==> config.mk <==
export PLATFORM = sky130hd
export DESIGN_NAME = mem_io_bridge
export DESIGN_NICKNAME = d
export VERILOG_FILES = /design/src/rtl/mem_io_bridge.sv
export SDC_FILE = /design/constraint.sdc
export NUM_CORES = 1
export LEC_CHECK = 0
export CELL_PAD_IN_SITES_DETAIL_PLACEMENT = 1
export CELL_PAD_IN_SITES_GLOBAL_PLACEMENT = 1
export CORE_MARGIN = 5
export CORE_UTILIZATION = 47
export CTS_CLUSTER_SIZE = 16
export DETAILED_ROUTE_END_ITERATION = 10
export GPL_TIMING_DRIVEN = 0
export PLACE_DENSITY_LB_ADDON = 0.1
export SYNTH_ARGS = -nofsm -noshare
export SYNTH_HDL_FRONTEND = slang
export SYNTH_SLANG_ARGS = --single-unit
==> constraint.sdc <==
create_clock -name clk_in -period 8.9 [get_ports clk_in]
set_clock_uncertainty 0.1 [all_clocks]
set_input_delay 2.67 -clock clk_in [delete_from_list [all_inputs] [get_ports clk_in]]
set_output_delay 2.67 -clock clk_in [all_outputs]
set_load 0.02 [all_outputs]
==> src/rtl/mem_io_bridge.sv <==
// ----------------------------------------------------------------------------
// mem_io_bridge
//
// Sits directly behind the CPU core's byte-wide memory bus and splits each bus
// cycle between on-chip RAM and a small block of memory-mapped I/O.
//
// Address map (only mem_a[17:0] is decoded, bits 31:18 are ignored):
//   mem_a[17:16] != 2'b11  : RAM, byte address mem_a[RAM_ADDR_W-1:0]
//   0x30000 read           : head byte of the UART RX queue (pops it)
//   0x30000 write          : push byte into the UART TX FIFO (0x00 dropped)
//   0x30004 read           : snapshot cycle counter, return byte 0
//   0x30005..0x30007 read  : bytes 1..3 of the existing snapshot
//   0x30004 write          : set sticky prog_stop and push 0x00 into TX FIFO
//   any other I/O address  : reads 0x00, writes are dropped
//
// Ports:
//   clk_in, rst_in        system clock, asynchronous active-low reset
//   mem_a/mem_dout/mem_wr CPU bus request (address, write data, write strobe)
//   mem_din               read data, valid the cycle after the request
//   cpu_rdy_out           low stalls the CPU (TX FIFO full and a push pending)
//   ram_a/ram_we/ram_wdata/ram_rdata  on-chip RAM port (1-cycle read latency)
//   rx_data/rx_empty/rx_pop           UART RX queue head and consume strobe
//   tx_data/tx_valid/tx_ready         UART TX handshake out of the FIFO
//   prog_stop             sticky flag raised by a write to 0x30004
// ----------------------------------------------------------------------------
module mem_io_bridge #(
  parameter int TX_DEPTH_LOG2 = 3,
  parameter int RAM_ADDR_W    = 17
) (
  input  logic                  clk_in,
  input  logic                  rst_in,
  input  logic [31:0]           mem_a,
  input  logic [7:0]            mem_dout,
  input  logic                  mem_wr,
  output logic [7:0]            mem_din,
  output logic                  cpu_rdy_out,
  output logic [RAM_ADDR_W-1:0] ram_a,
  output logic                  ram_we,
  output logic [7:0]            ram_wdata,
  input  logic [7:0]            ram_rdata,
  input  logic [7:0]            rx_data,
  input  logic                  rx_empty,
  output logic                  rx_pop,
  output logic [7:0]            tx_data,
  output logic                  tx_valid,
  input  logic                  tx_ready,
  output logic                  prog_stop
);

  localparam int TX_DEPTH = 1 << TX_DEPTH_LOG2;
  localparam logic [TX_DEPTH_LOG2:0] PTR_ONE = {{TX_DEPTH_LOG2{1'b0}}, 1'b1};

  // Source of the byte returned on mem_din, chosen at request time.
  typedef enum logic [2:0] {
    RSEL_RAM  = 3'd0,
    RSEL_RX   = 3'd1,
    RSEL_CNT0 = 3'd2,
    RSEL_CNT1 = 3'd3,
    RSEL_CNT2 = 3'd4,
    RSEL_CNT3 = 3'd5,
    RSEL_ZERO = 3'd6
  } rsel_e;

  // Address decode
  logic        io_s;
  logic [15:0] io_off_s;
  logic        rx_sel_s;
  logic        cnt_sel_s;
  logic        stop_sel_s;
  logic        unused_addr_s;

  // Handshake / control
  logic        tx_push_req_s;
  logic        tx_push_s;
  logic        tx_pop_s;
  logic [7:0]  tx_push_data_s;
  logic        rdy_s;
  logic        rx_rd_s;
  logic        cnt_load_s;

  // TX FIFO; pointers carry one extra wrap bit to tell full from empty
  logic [TX_DEPTH_LOG2:0] wr_ptr_r;
  logic [TX_DEPTH_LOG2:0] rd_ptr_r;
  logic [7:0]             fifo_mem_r [TX_DEPTH];
  logic                   fifo_full_s;
  logic                   fifo_empty_s;

  // Read path and I/O state
  rsel_e       rsel_r;
  rsel_e       rsel_next_s;
  logic [7:0]  rx_byte_r;
  logic [31:0] cycle_cnt_r;
  logic [31:0] cnt_snap_r;
  logic        prog_stop_r;
  logic [7:0]  mem_din_s;

  // Upper address bits are architecturally don't-care.
  assign unused_addr_s = ^mem_a[31:18];

  assign io_s       = (mem_a[17:16] == 2'b11);
  assign io_off_s   = mem_a[15:0];
  assign rx_sel_s   = io_s && (io_off_s == 16'h0000);
  assign cnt_sel_s  = io_s && (io_off_s[15:2] == 14'h0001);
  assign stop_sel_s = io_s && (io_off_s == 16'h0004);

  assign fifo_empty_s = (wr_ptr_r == rd_ptr_r);
  assign fifo_full_s  = (wr_ptr_r[TX_DEPTH_LOG2] != rd_ptr_r[TX_DEPTH_LOG2]) &&
                        (wr_ptr_r[TX_DEPTH_LOG2-1:0] == rd_ptr_r[TX_DEPTH_LOG2-1:0]);

  // A write of 0x00 to the TX data port is a no-op; the stop port always
  // queues a 0x00 terminator for the host side.
  assign tx_push_req_s  = mem_wr && ((rx_sel_s && (mem_dout != 8'h00)) || stop_sel_s);
  assign tx_push_data_s = stop_sel_s ? 8'h00 : mem_dout;
  assign tx_pop_s       = (!fifo_empty_s) && tx_ready;

  // A pop in the same cycle frees a slot, so only stall when full with no pop.
  assign rdy_s      = !(fifo_full_s && tx_push_req_s && !tx_pop_s);
  assign tx_push_s  = tx_push_req_s && rdy_s;
  assign rx_rd_s    = (!mem_wr) && rx_sel_s && rdy_s;
  assign cnt_load_s = (!mem_wr) && stop_sel_s && rdy_s;

  assign cpu_rdy_out = rdy_s;
  assign ram_a       = mem_a[RAM_ADDR_W-1:0];
  assign ram_we      = mem_wr && (!io_s) && rdy_s;
  assign ram_wdata   = mem_dout;
  assign rx_pop      = rx_rd_s && (!rx_empty);
  assign tx_valid    = !fifo_empty_s;
  assign tx_data     = fifo_mem_r[rd_ptr_r[TX_DEPTH_LOG2-1:0]];
  assign prog_stop   = prog_stop_r;
  assign mem_din     = mem_din_s;

  // Select which source will drive mem_din on the next cycle.
  always_comb begin
    rsel_next_s = RSEL_ZERO;
    if (mem_wr) begin
      rsel_next_s = RSEL_ZERO;
    end else if (!io_s) begin
      rsel_next_s = RSEL_RAM;
    end else if (rx_sel_s) begin
      rsel_next_s = RSEL_RX;
    end else if (cnt_sel_s) begin
      case (io_off_s[1:0])
        2'd0:    rsel_next_s = RSEL_CNT0;
        2'd1:    rsel_next_s = RSEL_CNT1;
        2'd2:    rsel_next_s = RSEL_CNT2;
        2'd3:    rsel_next_s = RSEL_CNT3;
        default: rsel_next_s = RSEL_ZERO;
      endcase
    end else begin
      rsel_next_s = RSEL_ZERO;
    end
  end

  // Read-data mux driven by the select captured on the previous cycle.
  always_comb begin
    mem_din_s = 8'h00;
    case (rsel_r)
      RSEL_RAM:  mem_din_s = ram_rdata;
      RSEL_RX:   mem_din_s = rx_byte_r;
      RSEL_CNT0: mem_din_s = cnt_snap_r[7:0];
      RSEL_CNT1: mem_din_s = cnt_snap_r[15:8];
      RSEL_CNT2: mem_din_s = cnt_snap_r[23:16];
      RSEL_CNT3: mem_din_s = cnt_snap_r[31:24];
      default:   mem_din_s = 8'h00;
    endcase
  end

  // Capture read select and the RX byte whenever the CPU is not stalled.
  always_ff @(posedge clk_in or negedge rst_in) begin
    if (!rst_in) begin
      rsel_r    <= RSEL_ZERO;
      rx_byte_r <= 8'h00;
    end else if (rdy_s) begin
      rsel_r <= rsel_next_s;
      if (rx_rd_s) begin
        rx_byte_r <= rx_empty ? 8'h00 : rx_data;
      end
    end
  end

  // Free-running cycle counter and its CPU-visible snapshot.
  always_ff @(posedge clk_in or negedge rst_in) begin
    if (!rst_in) begin
      cycle_cnt_r <= 32'h0000_0000;
      cnt_snap_r  <= 32'h0000_0000;
    end else begin
      cycle_cnt_r <= cycle_cnt_r + 32'h0000_0001;
      if (cnt_load_s) begin
        cnt_snap_r <= cycle_cnt_r;
      end
    end
  end

  // TX FIFO pointers; reset empties the FIFO regardless of its contents.
  always_ff @(posedge clk_in or negedge rst_in) begin
    if (!rst_in) begin
      wr_ptr_r <= '0;
      rd_ptr_r <= '0;
    end else begin
      if (tx_push_s) begin
        wr_ptr_r <= wr_ptr_r + PTR_ONE;
      end
      if (tx_pop_s) begin
        rd_ptr_r <= rd_ptr_r + PTR_ONE;
      end
    end
  end

  // TX FIFO storage; contents are only observable through the pointers.
  always_ff @(posedge clk_in) begin
    if (tx_push_s) begin
      fifo_mem_r[wr_ptr_r[TX_DEPTH_LOG2-1:0]] <= tx_push_data_s;
    end
  end

  // Sticky program-stop flag, set only when the stop write is accepted.
  always_ff @(posedge clk_in or negedge rst_in) begin
    if (!rst_in) begin
      prog_stop_r <= 1'b0;
    end else if (tx_push_s && stop_sel_s) begin
      prog_stop_r <= 1'b1;
    end
  end

endmodule

==> results by group, run 1 <==
Status
  • Status: finished, final reports clean

Worst setup path
  • CP Max Fanout: 6
  • Worst Setup Path Type: input pin to output port
  • Worst EP arrival: about 5600 ps
  • Crit path required time: about 6100 ps
  • Critical Path Source Type: input pin
  • R2R Setup Slk: ~5500 ps
  • Worst setup EP type: output port

Timing
  • Max Freq: roughly 0.12 GHz
  • Min Tclk post-route: between 8000 and 9000 ps
  • Setup WS post-layout: between 500 and 600 ps
  • Fin Setup TNS: 0 ps
  • Setup-failing EPs final: 0
  • Fin. Hold Viols: 0
  • RSZ-0062 raised after global routing: false
  • Max-slew violations: 0
  • Hold slack: 375 ps
  • Worst slew margin: between 20% and 30%
  • Final Cycle Share: 93.7%
  • Worst slew pin tran: 1120 ps

Synth
  • Synthesized cell area: between 0.006 and 0.007 mm^2
  • Syn nets: ~560
  • Post-Synthesis Cells: roughly 490
  • Primary FF master, synth: dfrtp_1
  • Yosys warns: 0
  • Synth area leader: dfrtp_1
  • Cell variety after synth: between 40 and 50
  • Count leader, synth: dfrtp_1
  • Synth top cells by count: dfrtp_1, edfxtp_1, mux2_2
  • Synth area leaders: dfrtp_1, edfxtp_1, mux2_2
  • Post-synth EDFFs: 64
  • Asr flop ratio synth: 56.8%
  • Yosys reg bits: approximately 150
  • Post-Syn Area per Cell: 13.5 um^2
  • Yosys top cell area share: between 30% and 40%
  • Seq/Total Area, Yosys: 60.3%

Power and ir drop
  • Internal: approximately 1300 uW
  • Clock network power share: 38.4%
  • Comb pwr share: 21.5%
  • Sw Share: 26.1%
  • VDD IR max: roughly 120 uV
  • PD cells: 217 mW/mm^2
  • Seq pwr share: ~40%
  • Static Leak: ~0.0034 uW
  • Switch Pwr: about 480 uW

Min path
  • HP Class: flip-flop to flip-flop

Cells and area
  • Nets: around 670
  • Ratio of cells with drive above 1 in the final layout: about a fifth
  • Synthesis-to-finish area growth: 26.0%

Place
  • Port Buf Inserts: 90
  • Final GP Congestion: approximately 0.83
  • DP HPWL: around 12 mm
  • DP Worst Slack: roughly 570 ps

Floorplanning
  • Die area: approximately 0.017 mm^2
  • Initial core utilization: a little under half
  • Die width: roughly 130 um
  • Die height: 129 um
  • FP Rows: 43
  • Core area: 0.0139 mm^2
  • Top Ports: between 100 and 150

Clock tree
  • Worst skew pair latency: approximately 420 ps
  • Clock transition at the registers of the reported paths: around 50 ps
  • Clk sinks: around 150
  • CTS buffer count: 17
  • Post-cts gate resize count: 0
  • Hold buffers post-CTS: 0
  • Post CTS Setup Buffer Count: 0
  • Clock Tree Root: clkbuf_16
  • CTS tree: yes
  • CTS H-tree lvls: 4
  • Max Buffers Root-to-Sink: 2

Drt
  • DRT antenna net count: 0
  • Vias: around 4.4k
  • Vias per cell: roughly 5.5
  • WL/cell: around 22 um
  • Number of remaining DRC errors: 0
  • Aggregate routed wire length: 17.3 mm
  • DRT Pass-1 Iters: 5
  • Initial DRC count: around 180

Global routing
  • Congestion Overflow GR: 0
  • Vias in the first global route: approximately 5.0k
  • First-pass GRT wire length: 27.9 mm
  • Pin count of the biggest net entering global routing: 44
  • Total Routing Usage GR: between 20% and 30%
  • Initial antenna violation count: 1

Run
  • Max Cap Viol: 0
==> worst max-delay path, cell delays in order <==
cell and delay [ps]:
clkdlybuf4s50_1 420, or4_1 570, or4_1 550, buf_2 180
or4_4 580, clkdlybuf4s50_1 590
==> worst paths after layout <==
kind	depth (start not counted)	to	startpoint
worst max-delay path	6	cpu_rdy_out	mem_a[4]
worst min-delay path	1	prog_stop$_DFFE_PN0P_	prog_stop$_DFFE_PN0P_
worst max register to register	6	fifo_mem_r[1][0]$_DFFE_PP_	rd_ptr_r[1]$_DFFE_PN0P_
worst min register to register	1	prog_stop$_DFFE_PN0P_	prog_stop$_DFFE_PN0P_
max in group asynchronous	2	rsel_r[2]$_DFFE_PN1N_	rst_in
min in group asynchronous	1	cycle_cnt_r[1]$_DFF_PN0_	rst_in
==> per-stage QoR <==
| step | utilization, % | instance area [um^2] | total power (uW) | instances |
|---|---|---|---|---|
| 6_report | 60.4 | 8420 | 1820 | 799 |
| 5_1_grt | 60.4 | 8420 | 1900 | 799 |
| 4_1_cts | 60.4 | 8420 | 1840 | 798 |
| 3_5_place_dp | 56.2 | 7840 | 1150 | 766 |
| 3_3_place_gp | 56.0 | 7810 | 1130 | 764 |
| 2_1_floorplan | - | 6680 | 986 | 494 |
==> logic make-up after synthesis <==
kind of cell	after synthesis	synth area share [%]
flops	148	60.3
simple gates	141	11.0
mux	71	14.5
buf+inv	51	4.48
compound gates	40	4.01
xor+xnor	40	5.24
fa+ha+maj	3	0.562
==> layer usage <==
metal | up-vias | GRT usage [%] | wire [um]
li1 | 1997 | - | -
met1 | 2257 | 26.2 | 6760
met2 | 92 | 40.9 | 9630
met3 | 25 | 3.87 | 569
met4 | 0 | 7.84 | 355
met5 | - | 0 | 0
==> cell usage in the layout (no fill, tap or decap), types with 5 or more instances in the layout <==
| cell type | synthesis | final |
|---|---|---|
| xnor2_1 | 29 | 29 |
| mux2i_1 | 11 | 11 |
| nand2b_1 | 12 | 12 |
| mux2_2 | 43 | 43 |
| nand4_1 | 7 | 7 |
| nand3_1 | 17 | 17 |
| dfrtp_1 | 82 | 82 |
| clkbuf_16 | 0 | 17 |
| clkdlybuf4s50_1 | 0 | 89 |
| xor2_1 | 11 | 11 |
| and3_1 | 10 | 10 |
| mux4_2 | 16 | 16 |
| o21ai_0 | 8 | 8 |
| buf_4 | 28 | 29 |
| clkbuf_1 | 12 | 13 |
| and2_1 | 11 | 11 |
| inv_1 | 5 | 5 |
| nor2_1 | 28 | 28 |
| a21oi_1 | 14 | 14 |
| edfxtp_1 | 64 | 64 |
| nand2_1 | 31 | 31 |
==> area by class of cell <==
type                            instances  area, um^2
Multi-Input combinational cell        295        2360
Buffer                                 46         280
Sequential cell                       148        4030
Clock inverter                         12         130
Clock buffer                           20         450
Timing Repair Buffer                   92         923
Fill cell                            1375        5520
Antenna cell                            1        2.50
Inverter                                5        18.8
Tap cell                              180         225
==> power by group through the flow <==
stage / clock network [uW] / logic, uW / registers, uW
final: 701 / 392 / 731
after global routing: 743 / 421 / 732
after CTS: 707 / 402 / 731
after detailed placement: 0 / 401 / 745
after global placement: 0 / 386 / 744
after floorplan: 0 / 244 / 742
==> flip-flops by register name (all words and copies together), names as in the netlist <==
signal and flops:
rsel_r 3, cycle_cnt_r 32, fifo_mem_r 64, prog_stop 1
rx_byte_r 8, wr_ptr_r 4, cnt_snap_r 32, rd_ptr_r 4
No activity file was read; power rests on OpenSTA's default activity.
==> run 2: changes to the inputs <==
CELL_PAD_IN_SITES_DETAIL_PLACEMENT = default   (was 1)
CELL_PAD_IN_SITES_GLOBAL_PLACEMENT = default   (was 1)
CORE_UTILIZATION = 58   (was 47)
SETUP_SLACK_MARGIN = 0.02   (was default)
==> results by group, run 2 (synthesis results as in run 1) <==
Clock tree
  • Clk sinks: 148 (unchanged)
  • Hold buffers post-CTS: 0 (unchanged)
  • CTS buffer count: 17 (unchanged)
  • Max Buffers Root-to-Sink: 2 (unchanged)
  • Worst skew pair latency: 430 ps (about the same)
  • CTS H-tree lvls: 4 (unchanged)
  • Clock Tree Root: clkbuf_16
  • CTS tree: yes
  • Post CTS Setup Buffer Count: 0 (unchanged)
  • Post-cts gate resize count: 0 (unchanged)
  • Clock transition at the registers of the reported paths: 60 ps (about the same)

Worst setup path
  • CP peak stage delay: 570 ps (-20 ps)
  • Worst Setup Path Type: input pin to output port
  • CP Max Fanout: 6 (unchanged)
  • CP max-delay cell: or4_4
  • Cell family with most CP delay: simple AND/OR/NAND/NOR gates
  • Worst EP arrival: 5490 ps (-80 ps)
  • Crit path buffers/inverters: 3 (unchanged)
  • Worst setup EP type: output port
  • Crit path required time: 6130 ps (about the same)
  • Critical Path Source Type: input pin
  • Cell Chain, Critical Path: clkdlybuf4s50_1, or4_1, or4_1, buf_2, or4_4, clkdlybuf4s50_1

Timing
  • Final Cycle Share: 92.8% (-0.88 points)
  • Worst slew margin: 34.7% (+9.9 points)
  • Setup-failing EPs final: 0 (unchanged)
  • Worst slew pin tran: 976 ps (-149 ps)
  • Fin Setup TNS: 0 ps (unchanged)
  • RSZ-0062 raised after global routing: false
  • Min Tclk post-route: 8260 ps (-77.9 ps)
  • Setup WS post-layout: 641 ps (+77.9 ps)
  • Hold slack: 380 ps (+4.73 ps)
  • Max-slew violations: 0 (unchanged)
  • Max Freq: 0.121 GHz (+0.94%)
  • Fin. Hold Viols: 0 (unchanged)

Run
  • Max Cap Viol: 0 (unchanged)

Global routing
  • Pin count of the biggest net entering global routing: 45 (+2.3%)
  • Total Routing Usage GR: 22.5% (+0.25 points)
  • Vias in the first global route: 4617 (-8.2%)
  • Congestion Overflow GR: 0 (unchanged)
  • Initial antenna violation count: 0 (-1)
  • First-pass GRT wire length: 24.3 mm (-13%)

Drt
  • Wire length on met3: 643 um (+13%)
  • Met2 wire len: 8.16 mm (-15%)
  • WL/cell: 19.9 um (-8.4%)
  • Initial DRC count: 247 (+34%)
  • Aggregate routed wire length: 15.1 mm (-13%)
  • Highest Signal Layer: met4
  • Met1 wire length: 5.85 mm (-13%)
  • Vias per cell: 5.66 (+3.4%)
  • Vias: 4301 (-1.6%)
  • DRT antenna net count: 0 (unchanged)
  • Number of remaining DRC errors: 0 (unchanged)
  • DRT Pass-1 Iters: 4 (-1)

Min path
  • HP Class: flip-flop to flip-flop

Floorplanning
  • Die width: 117 um (-9.2%)
  • Initial core utilization: 58.8% (+11 points)
  • Die height: 117 um (-9.2%)
  • Top Ports: 107 (unchanged)
  • Core area: 0.0114 mm^2 (-18%)
  • FP Rows: 39 (-9.3%)
  • Die area: 0.0138 mm^2 (-18%)

Place
  • Final GP Congestion: 0.840 (+1.0%)
  • Port Buf Inserts: 90 (unchanged)
  • DP HPWL: 10.8 mm (-13%)
  • DP Worst Slack: 636 ps (+67.9 ps)

Cells and area
  • Most frequent cells in the layout: clkdlybuf4s50_1, dfrtp_1, edfxtp_1
  • Core Util, Final: 73.5% (+13 points)
  • Sequential Area: 0.00403 mm^2 (unchanged)
  • Fillers: 774 (-44%)
  • Diode count: 0 (-1)
  • Synthesis-to-finish area growth: 25.1%
  • Ratio of cells with drive above 1 in the final layout: 20.9% (+0.034 points)
  • Nets: 668 (-0.15%)
  • Commonest non-fill, non-tap cell in the layout: clkdlybuf4s50_1
  • Multi-input gate area: 0.00237 mm^2 (+0.21%)
  • Max FFs per register: 64 (unchanged)

Power and ir drop
  • VDD IR max: 228 uV (+90%)
  • Static Leak: 0.00338 uW (-0.18%)
  • Power consumption: 1810 uW (-0.97%)
  • PD cells: 216 mW/mm^2 (-0.29%)

Status
  • Status: finished, final reports clean
[run 2: worst paths after layout]
kind	startpoint	to	cells after the start	slack (ps)
setup / recovery	mem_a[7]	cpu_rdy_out	6	640
hold / removal	prog_stop$_DFFE_PN0P_	prog_stop$_DFFE_PN0P_	1	380
setup reg to reg	rd_ptr_r[1]$_DFFE_PN0P_	fifo_mem_r[5][1]$_DFFE_PP_	6	5580
hold reg to reg	prog_stop$_DFFE_PN0P_	prog_stop$_DFFE_PN0P_	1	380
max in group asynchronous	rst_in	rsel_r[2]$_DFFE_PN1N_	2	5910
min in group asynchronous	rst_in	cycle_cnt_r[1]$_DFF_PN0_	1	2110
[run 2: area by class of cell]
| cell class | count | area share, % |
|---|---|---|
| Buffer | 46 | 3.35 |
| Clock buffer | 17 | 5.09 |
| Clock inverter | 15 | 1.75 |
| Inverter | 5 | 0.224 |
| Multi-Input combinational cell | 295 | 28.3 |
| Sequential cell | 148 | 48.2 |
| Tap cell | 143 | 2.14 |
| Timing Repair Buffer | 91 | 11.0 |
[run 2: stage by stage]
stage / instance area, um^2 / std cells
2_1_floorplan: 6680 / 494
5_1_grt: 8360 / 760
4_1_cts: 8360 / 760
3_3_place_gp: 7760 / 727
3_5_place_dp: 7780 / 728
6_report: 8360 / 760
[run 2: worst register-to-register path: stages (launching register included)]
cell and delay, ps:
dfrtp_1 360, clkbuf_1 550, xnor2_1 160, and3_1 260, a2111oi_2 540, nand2_1 200, nor2_1 770
[run 2: metal layers]
| layer | GRT usage [%] | vias up |
|---|---|---|
| li1 | - | 1991 |
| met2 | 39.5 | 118 |
| met4 | 10.1 | 0 |
| met5 | 0 | - |
| met1 | 26.3 | 2162 |
| met3 | 5.00 | 30 |
[run 2: where the power goes]
group          leakage (uW)  total (uW)  switching (uW)  internal (uW)
Sequential          0.00172         731            6.78            724
Combinational       0.00139         383             183            200
Clock              0.000278         693             302            392
